## src/rtl/sga_snake_body.sv

```systemverilog
// sga_snake_body: circular-buffer snake body with a head-first render stream.
// Optional define SGA_SELF_HIT_EN adds the sticky head-on-body detector (self_hit).
module sga_snake_body #(
  parameter int              POS_W    = 6,
  parameter int              MAX_LEN  = 16,
  parameter logic [POS_W-1:0] INIT_POS = '0,
  localparam int             LEN_W    = $clog2(MAX_LEN) + 1
) (
  input  logic             clock,
  input  logic             reset,
  input  logic             move,
  input  logic [POS_W-1:0] new_head,
  input  logic             grow,
  input  logic             render_start,
  input  logic             clear_hit,
  output logic             busy,
  output logic             render_valid,
  output logic [POS_W-1:0] render_pos,
  output logic             render_done,
  output logic [LEN_W-1:0] size,
  output logic             full,
  output logic             self_hit
);

  localparam int PTR_W = $clog2(MAX_LEN);

  typedef enum logic [1:0] {IDLE, RENDER, DONE} state_t;

  state_t             state_q, state_d;
  logic [PTR_W-1:0]   hp_q;
  logic [PTR_W-1:0]   k_q, k_d;
  logic [LEN_W-1:0]   size_q;
  logic [POS_W-1:0]   entry0_q;
  logic [POS_W-1:0]   entry_rest_q [1:MAX_LEN-1];
  logic [POS_W-1:0]   entries [MAX_LEN];
  logic [PTR_W-1:0]   wptr;
  logic [PTR_W-1:0]   rd_idx;
  logic               move_acc;

  assign move_acc = (state_q == IDLE) && move;
  assign wptr     = hp_q + 1'b1;
  assign rd_idx   = hp_q - k_q;

  // NOTE: every variable driven in always_comb gets a default first, so no path leaves it unassigned and no latch is inferred.
  always_comb begin
    state_d = state_q;
    k_d     = k_q;
    unique case (state_q)
      IDLE: begin
        // A simultaneous move wins; render_start is dropped.
        if (render_start && !move) begin
          state_d = RENDER;
          k_d     = '0;
        end
      end
      RENDER: begin
        if (LEN_W'(k_q) == size_q - LEN_W'(1)) state_d = DONE;
        else                                   k_d     = k_q + 1'b1;
      end
      DONE:    state_d = IDLE;
      default: state_d = IDLE;
    endcase
  end

  // NOTE: sequential state uses non-blocking assignments so every register samples pre-edge values.
  always_ff @(posedge clock or posedge reset) begin
    if (reset) begin
      state_q  <= IDLE;
      hp_q     <= '0;
      k_q      <= '0;
      size_q   <= LEN_W'(1);
      entry0_q <= INIT_POS;
    end else begin
      state_q <= state_d;
      k_q     <= k_d;
      if (move_acc) begin
        hp_q <= wptr;
        if (wptr == '0) entry0_q <= new_head;
        if (grow && !full) size_q <= size_q + 1'b1;
      end
    end
  end

  // NOTE: only entry 0 is reset; the rest of the buffer is never read outside 0..size-1, so it stays a plain reset-free register file.
  always_ff @(posedge clock) begin
    for (int i = 1; i < MAX_LEN; i++)
      if (move_acc && wptr == PTR_W'(i)) entry_rest_q[i] <= new_head;
  end

  always_comb begin
    entries[0] = entry0_q;
    for (int i = 1; i < MAX_LEN; i++) entries[i] = entry_rest_q[i];
  end

  assign busy         = (state_q == RENDER);
  assign render_valid = busy;
  assign render_done  = (state_q == DONE);
  assign render_pos   = busy ? entries[rd_idx] : '0;
  assign size         = size_q;
  assign full         = (size_q == LEN_W'(MAX_LEN));

`ifdef SGA_SELF_HIT_EN
  logic [LEN_W-1:0] hit_limit;
  logic             hit;
  logic             self_hit_q;

  // Entry i sits (hp - i) steps behind the head; the tail is excluded when it is about to be dropped.
  always_comb begin
    hit_limit = (grow && !full) ? size_q : size_q - LEN_W'(1);
    hit       = 1'b0;
    for (int i = 0; i < MAX_LEN; i++)
      if ((LEN_W'(PTR_W'(hp_q - PTR_W'(i))) < hit_limit) && (entries[i] == new_head))
        hit = 1'b1;
  end

  always_ff @(posedge clock or posedge reset) begin
    if (reset)                self_hit_q <= 1'b0;
    else if (move_acc && hit) self_hit_q <= 1'b1;
    else if (clear_hit)       self_hit_q <= 1'b0;
  end

  assign self_hit = self_hit_q;
`else
  logic unused_clear_hit;
  assign unused_clear_hit = clear_hit;
  assign self_hit         = 1'b0;
`endif

endmodule
```

## config.mk

```make
export PLATFORM = sky130hd
export DESIGN_NAME = sga_snake_body
export DESIGN_NICKNAME = d
export VERILOG_FILES = /design/src/rtl/sga_snake_body.sv
export SDC_FILE = /design/constraint.sdc
export NUM_CORES = 1
export LEC_CHECK = 0
export ABC_AREA = 1
export BUFFER_PORTS_ARGS = -buffer_cell sky130_fd_sc_hd__buf_2
export CAP_MARGIN = 20
export CORE_ASPECT_RATIO = 0.9
export CORE_MARGIN = 1
export CORE_UTILIZATION = 25
export CTS_CLUSTER_DIAMETER = 50
export DETAILED_ROUTE_END_ITERATION = 8
export HOLD_SLACK_MARGIN = 0.12
export PLACE_DENSITY_LB_ADDON = 0.2
export RECOVER_POWER = 25
export SLEW_MARGIN = 10
export SYNTH_ARGS = -nofsm -noshare
export SYNTH_HDL_FRONTEND = slang
export SYNTH_SLANG_ARGS = --single-unit
```

## constraint.sdc

```tcl
create_clock -name clock -period 3.5 [get_ports clock]
set_clock_uncertainty 0.2 [all_clocks]
set_input_delay 0.7 -clock clock [delete_from_list [all_inputs] [get_ports clock]]
set_output_delay 0.7 -clock clock [all_outputs]
set_load 0.02 [all_outputs]
```

Word level (Yosys, flattened, before mapping)
Memory sizes are Yosys's and may differ from the RTL's.
Index checks and enable logic that the tools add are counted.
{"block": "totals", "mem_bits_rw": 90, "latch_bits": 0, "output_inout_bits": 16, "register_bits": 21, "rom_bits": 0, "inputBits": 12, "memories": 1}
{"block": "op_classes", "shift": 0, "mul": 0, "reduce_logical": 41, "div_mod_pow": 0, "muxes": 82, "bitwise_logic": 1, "n_eq_ne": 22, "addsub": 5, "order_cmp": 1}
{"memory": "entry_rest_q", "depth": 15, "word_bits": 6, "read_ports": 15, "rd_ports_with_merged_regs": 0, "write_ports": 1, "line_no": "34", "rtl": "logic [POS_W-1:0] entry_rest_q [1:MAX_LEN-1];"}
{"operator": "two-way mux 6 bit", "count": 17}
{"operator": "OR reduction 6 bit", "count": 14}
{"operator": "two-way mux 4 bit", "count": 16}
{"operator": "two-way mux 1 bit", "count": 44}
{"operator": "equality test 4 bit (second input constant)", "count": 8}
{"operator": "binary-select mux 6 bit (select 4 bit)", "count": 1}
{"operator": "logical AND 1 bit", "count": 18}
{"operator": "equality test 4 x 3 -> 1 bit (second input constant)", "count": 4}
{"operator": "adder 4 x 1 -> 4 bit (second input constant)", "count": 2}
{"operator": "equality test 4 x 2 -> 1 bit (second input constant)", "count": 2}
{"operator": "case mux 4 bit (2 select lines)", "count": 1}
{"operator": "AND reduction 2 bit", "count": 3}
{"operator": "adder 5 x 1 -> 5 bit (second input constant)", "count": 1}
{"operator": "equality test 4 x 5 -> 1 bit", "count": 1}
{"operator": "equality test 5 bit (second input constant)", "count": 1}
{"operator": ">= comparator 5 bit (second input constant)", "count": 1}
{"operator": "inverter 4 -> 5 bit", "count": 1}
{"operator": "subtractor 5 x 1 -> 5 bit (second input constant)", "count": 1}
{"operator": "equality test 4 x 1 -> 1 bit (second input constant)", "count": 1}
{"operator": "logical NOT 4 bit", "count": 1}
{"operator": "two-way mux 2 bit", "count": 2}
{"operator": "inequality test 2 x 1 -> 1 bit (second input constant)", "count": 2}
{"operator": "case mux 2 bit (2 select lines)", "count": 1}
{"operator": "subtractor 4 bit", "count": 1}
{"operator": "other kinds (7)", "count": 8}

Depth between registers and ports, before layout
{"block": "logic_depth", "word_depth": 20, "ltp_mapped": 13, "depth_no_buf": 13}

Worst setup path before layout
No wires, ideal clock.
{"block": "synth_timing", "kind": "register to output", "from": "register hp_q[0]", "to": "output port render_pos[0]", "path_slack_ns": 0.414, "stages_incl_launch_ff": 13, "n_path_buf": 2, "t_arrival_ns": 2.186, "required_time_ns": 2.600, "cell_sequence": "dfrtp_1 > inv_1 > ha_1 > inv_1 > fa_1 > buf_2 > inv_1 > buf_4 > nand3_1 > a21oi_1 > o21ai_0 > nand2_1 > nor2_1"}
{"block": "synth_via", "elab_chain_cells": 6}
{"item": "start, declared", "line_no": "30", "rtl": "logic [PTR_W-1:0] hp_q;"}
{"item": "start signal, assigned", "line_no": "77", "rtl": "hp_q <= wptr;"}
{"item": "subtractor 4 bit", "line_no": "42", "rtl": "assign rd_idx = hp_q - k_q;"}
{"item": "inverter 4 -> 5 bit (not written as such)", "line_no": "98", "rtl": "assign render_pos = busy ? entries[rd_idx] : '0;"}
{"item": "binary-select mux 6 bit (select 4 bit)", "line_no": "98"}
{"item": "two-way mux 6 bit (not written as such) (2 in series)", "line_no": "98"}
{"item": "two-way mux 6 bit", "line_no": "98"}
{"item": "end, declared", "line_no": "18", "rtl": "output logic [POS_W-1:0] render_pos,"}
Every way passes these cells. The select of a mux whose other input is x is not followed.

Worst setup path after layout
{"block": "layout_timing", "from": "register hp_q[0]", "to": "output port render_pos[5]"}
The elaborated chain is that of the path after synthesis.

==> results.cfg <==
[clock_network]
root_buffer = clkbuf_16
cts_num_sinks = 111
numCtsBuffers = 9
cts_tree = built
cts_buffer_depth = 2
clk_pin_slew_worst_paths_ns = 0.08
insertion_delay_ns = 0.35
h-tree-depth = 3

[synth]
synthCells = 513
synth.cell_area_mm2 = 0.00516
synth_edf_count = 90
synth_nets = 537
yosys_warnings = 0
seq_area_frac_synth = 0.625
synth-async-reset-ratio = 0.189
ys_types = 27
synth_area_per_cell_um2 = 10.1
synth_seq_cells = 111
synthFlopType = edfxtp_1

[timing]
rsz0062_at_grt = true
period_share = 0.985
slew_headroom = 0.404
finalHoldViolations = 0
max_clock_freq_mhz = 290
setup_viol = 0
slew_violations = 0
tightest_slew_ns = 0.893
post-route-min-period_ns = 3.45

[setup_path]
worstPathArrival_ns = 2.55
path_class = reg -> out
critPathLaunchType = flop
crit_path_max_fanout = 6
cp.required_ns = 2.60
end_kind = output port

[finish]
mostFrequentLayoutCells = nand2_1 (179), edfxtp_1 (90), nand3_1 (50)
final_nets = 565
final_area_mm2 = 0.00616
final_common_cell = nand2_1
synthToLayoutAreaGrowth_pct = 19.3
drive_gt1_frac = 0.198
finalNonFillerCells = 801
antenna_cells = 0
fin_util = 0.306
nFillCells = 2087

[routing]
dr.first_iter.drc_count = 171
vias = 3503
routed_wirelength_um = 12300
drc = 0
wl_per_cell_um = 15.3
drt_pass1_iterations = 4
via_per_inst = 4.37
antenna_left = 0

[placed_design]
port_buffers = 25
finalWeightedCongestion = 0.742
hpwl_um = 7860
dp_cells = 779
place_area_mm2 = 0.00555

[grt]
grt_pass1_wl_um = 19000
grt_pass1_vias = 3521
grt-ovfl-total = 0
antenna_found_initial = 0
track_usage = 0.118
grt_start_max_net_pins = 25

[power_and_ir_drop]
irDropWorstVdd_uv = 186
power_leakage_nw = 2.45
p_per_area_mw_per_mm2 = 440

[flow_run]
drv_cap = 0

[status]
status = complete, no violations

[die]
die_h_um = 138
die-area_mm2 = 0.0212
fp-row-count = 49
initial_core_util = 0.257
die_x_um = 154
io_pins = 28
core_mm2 = 0.0201

[hold_path]
hp-class = reg -> reg
-- metrics by stage --
| stage | power, W | setup TNS (ns) | hold slack (ns) | setup slack (ns) |
|---|---|---|---|---|
| 6_report | 0.00271 | 0 | 0.291 | 0.0535 |
| 5_1_grt | 0.00281 | -0.131 | 0.315 | -0.0267 |
| 4_1_cts | 0.00271 | 0 | 0.294 | 0.00472 |
| 3_5_place_dp | 0.00165 | 0 | 0.276 | 0.270 |
| 3_3_place_gp | 0.00165 | 0 | 0.272 | 0.282 |
| 2_1_floorplan | 0.00158 | 0 | 0.255 | 0.414 |
-- cell type report --
cell class	instances	area, um^2	area share
Clock inverter	7	81.3	0.0132
Sequential cell	111	3230	0.524
Timing Repair Buffer	40	339	0.0550
Clock buffer	9	225	0.0365
Inverter	36	140	0.0227
Tap cell	255	319	0.0518
Multi-Input combinational cell	343	1830	0.297
-- worst max-delay path: stages (launching register included) --
cell       delay, ns
dfrtp_1         0.39
inv_2           0.09
ha_4            0.13
inv_2           0.04
fa_2            0.58
clkinv_4        0.11
clkbuf_16       0.18
nand3_2         0.08
a21oi_2         0.05
o21ai_1         0.16
nand2_1         0.08
nor2_2          0.17
buf_6           0.14
-- cells by family (layout without fill, tap and decap cells) --
group                    after synthesis  after routing  share of synthesized area
flip-flops                           111            111                      0.625
AO/OA/AOI/OAI                         35             35                     0.0412
other                                  1              1                   0.000726
AND/OR/NAND/NOR                      285            285                      0.230
buffers and inverters                 59             92                     0.0540
adder cells (fa/ha/maj)               12             12                     0.0305
XOR/XNOR                              10             10                     0.0184
-- cells in the mapped netlist (all sizes together) (3+ instances only) --
cell type	n	share of area
buf	22	0.027
xnor2	3	0.0065
a21oi	19	0.018
o21ai	16	0.023
nand2	183	0.13
edfxtp	90	0.52
nor2	34	0.026
xor2	7	0.012
ha	11	0.027
nand3	63	0.063
inv	36	0.026
nand4	3	0.0036
dfrtp	20	0.097
-- what timing repair did --
action	4_1_cts	5_1_grt
buffers inserted	0	3
hold buffers	0	0
setup endpoints to repair	6	6
pin swaps	0	15
gates resized for setup	12	46
cloned	0	3
-- worst paths after layout --
kind / from / endpoint / slack (ns) / depth (start not counted)
max in group asynchronous: reset / k_q[0] / 2.19 / 2
min in group asynchronous: reset / size[2] / 0.32 / 2
min reg2reg: entry0_q[5] / entry0_q[5] / 0.29 / 2
max: hp_q[0] / render_pos[5] / 0.05 / 12
max reg2reg: hp_q[0] / entry_rest_q[0][20] / 1.13 / 7
min: entry0_q[5] / entry0_q[5] / 0.29 / 2
-- metal layers --
| layer | wire (um) | track usage |
|---|---|---|
| met1 | 5760 | 0.157 |
| met2 | 6080 | 0.192 |
| met3 | 305 | 0.0179 |
| met4 | 99 | 0.0463 |
| met5 | 0 | 0 |
-- state kept, by name, indices dropped and copies added (netlist names) --
register      flops
hp_q              4
k_q               4
state_q           2
entry0_q          6
entry_rest_q     90
size              5
-- report_power, final --
part / internal [W] / total, W / switching [W]
combinational: 0.0000794 / 0.000232 / 0.000153
sequential: 0.00143 / 0.00143 / 0.00000366
clock: 0.000515 / 0.00105 / 0.000530
total: 0.00202 / 0.00271 / 0.000686
Power figures use the tool's default switching activity.
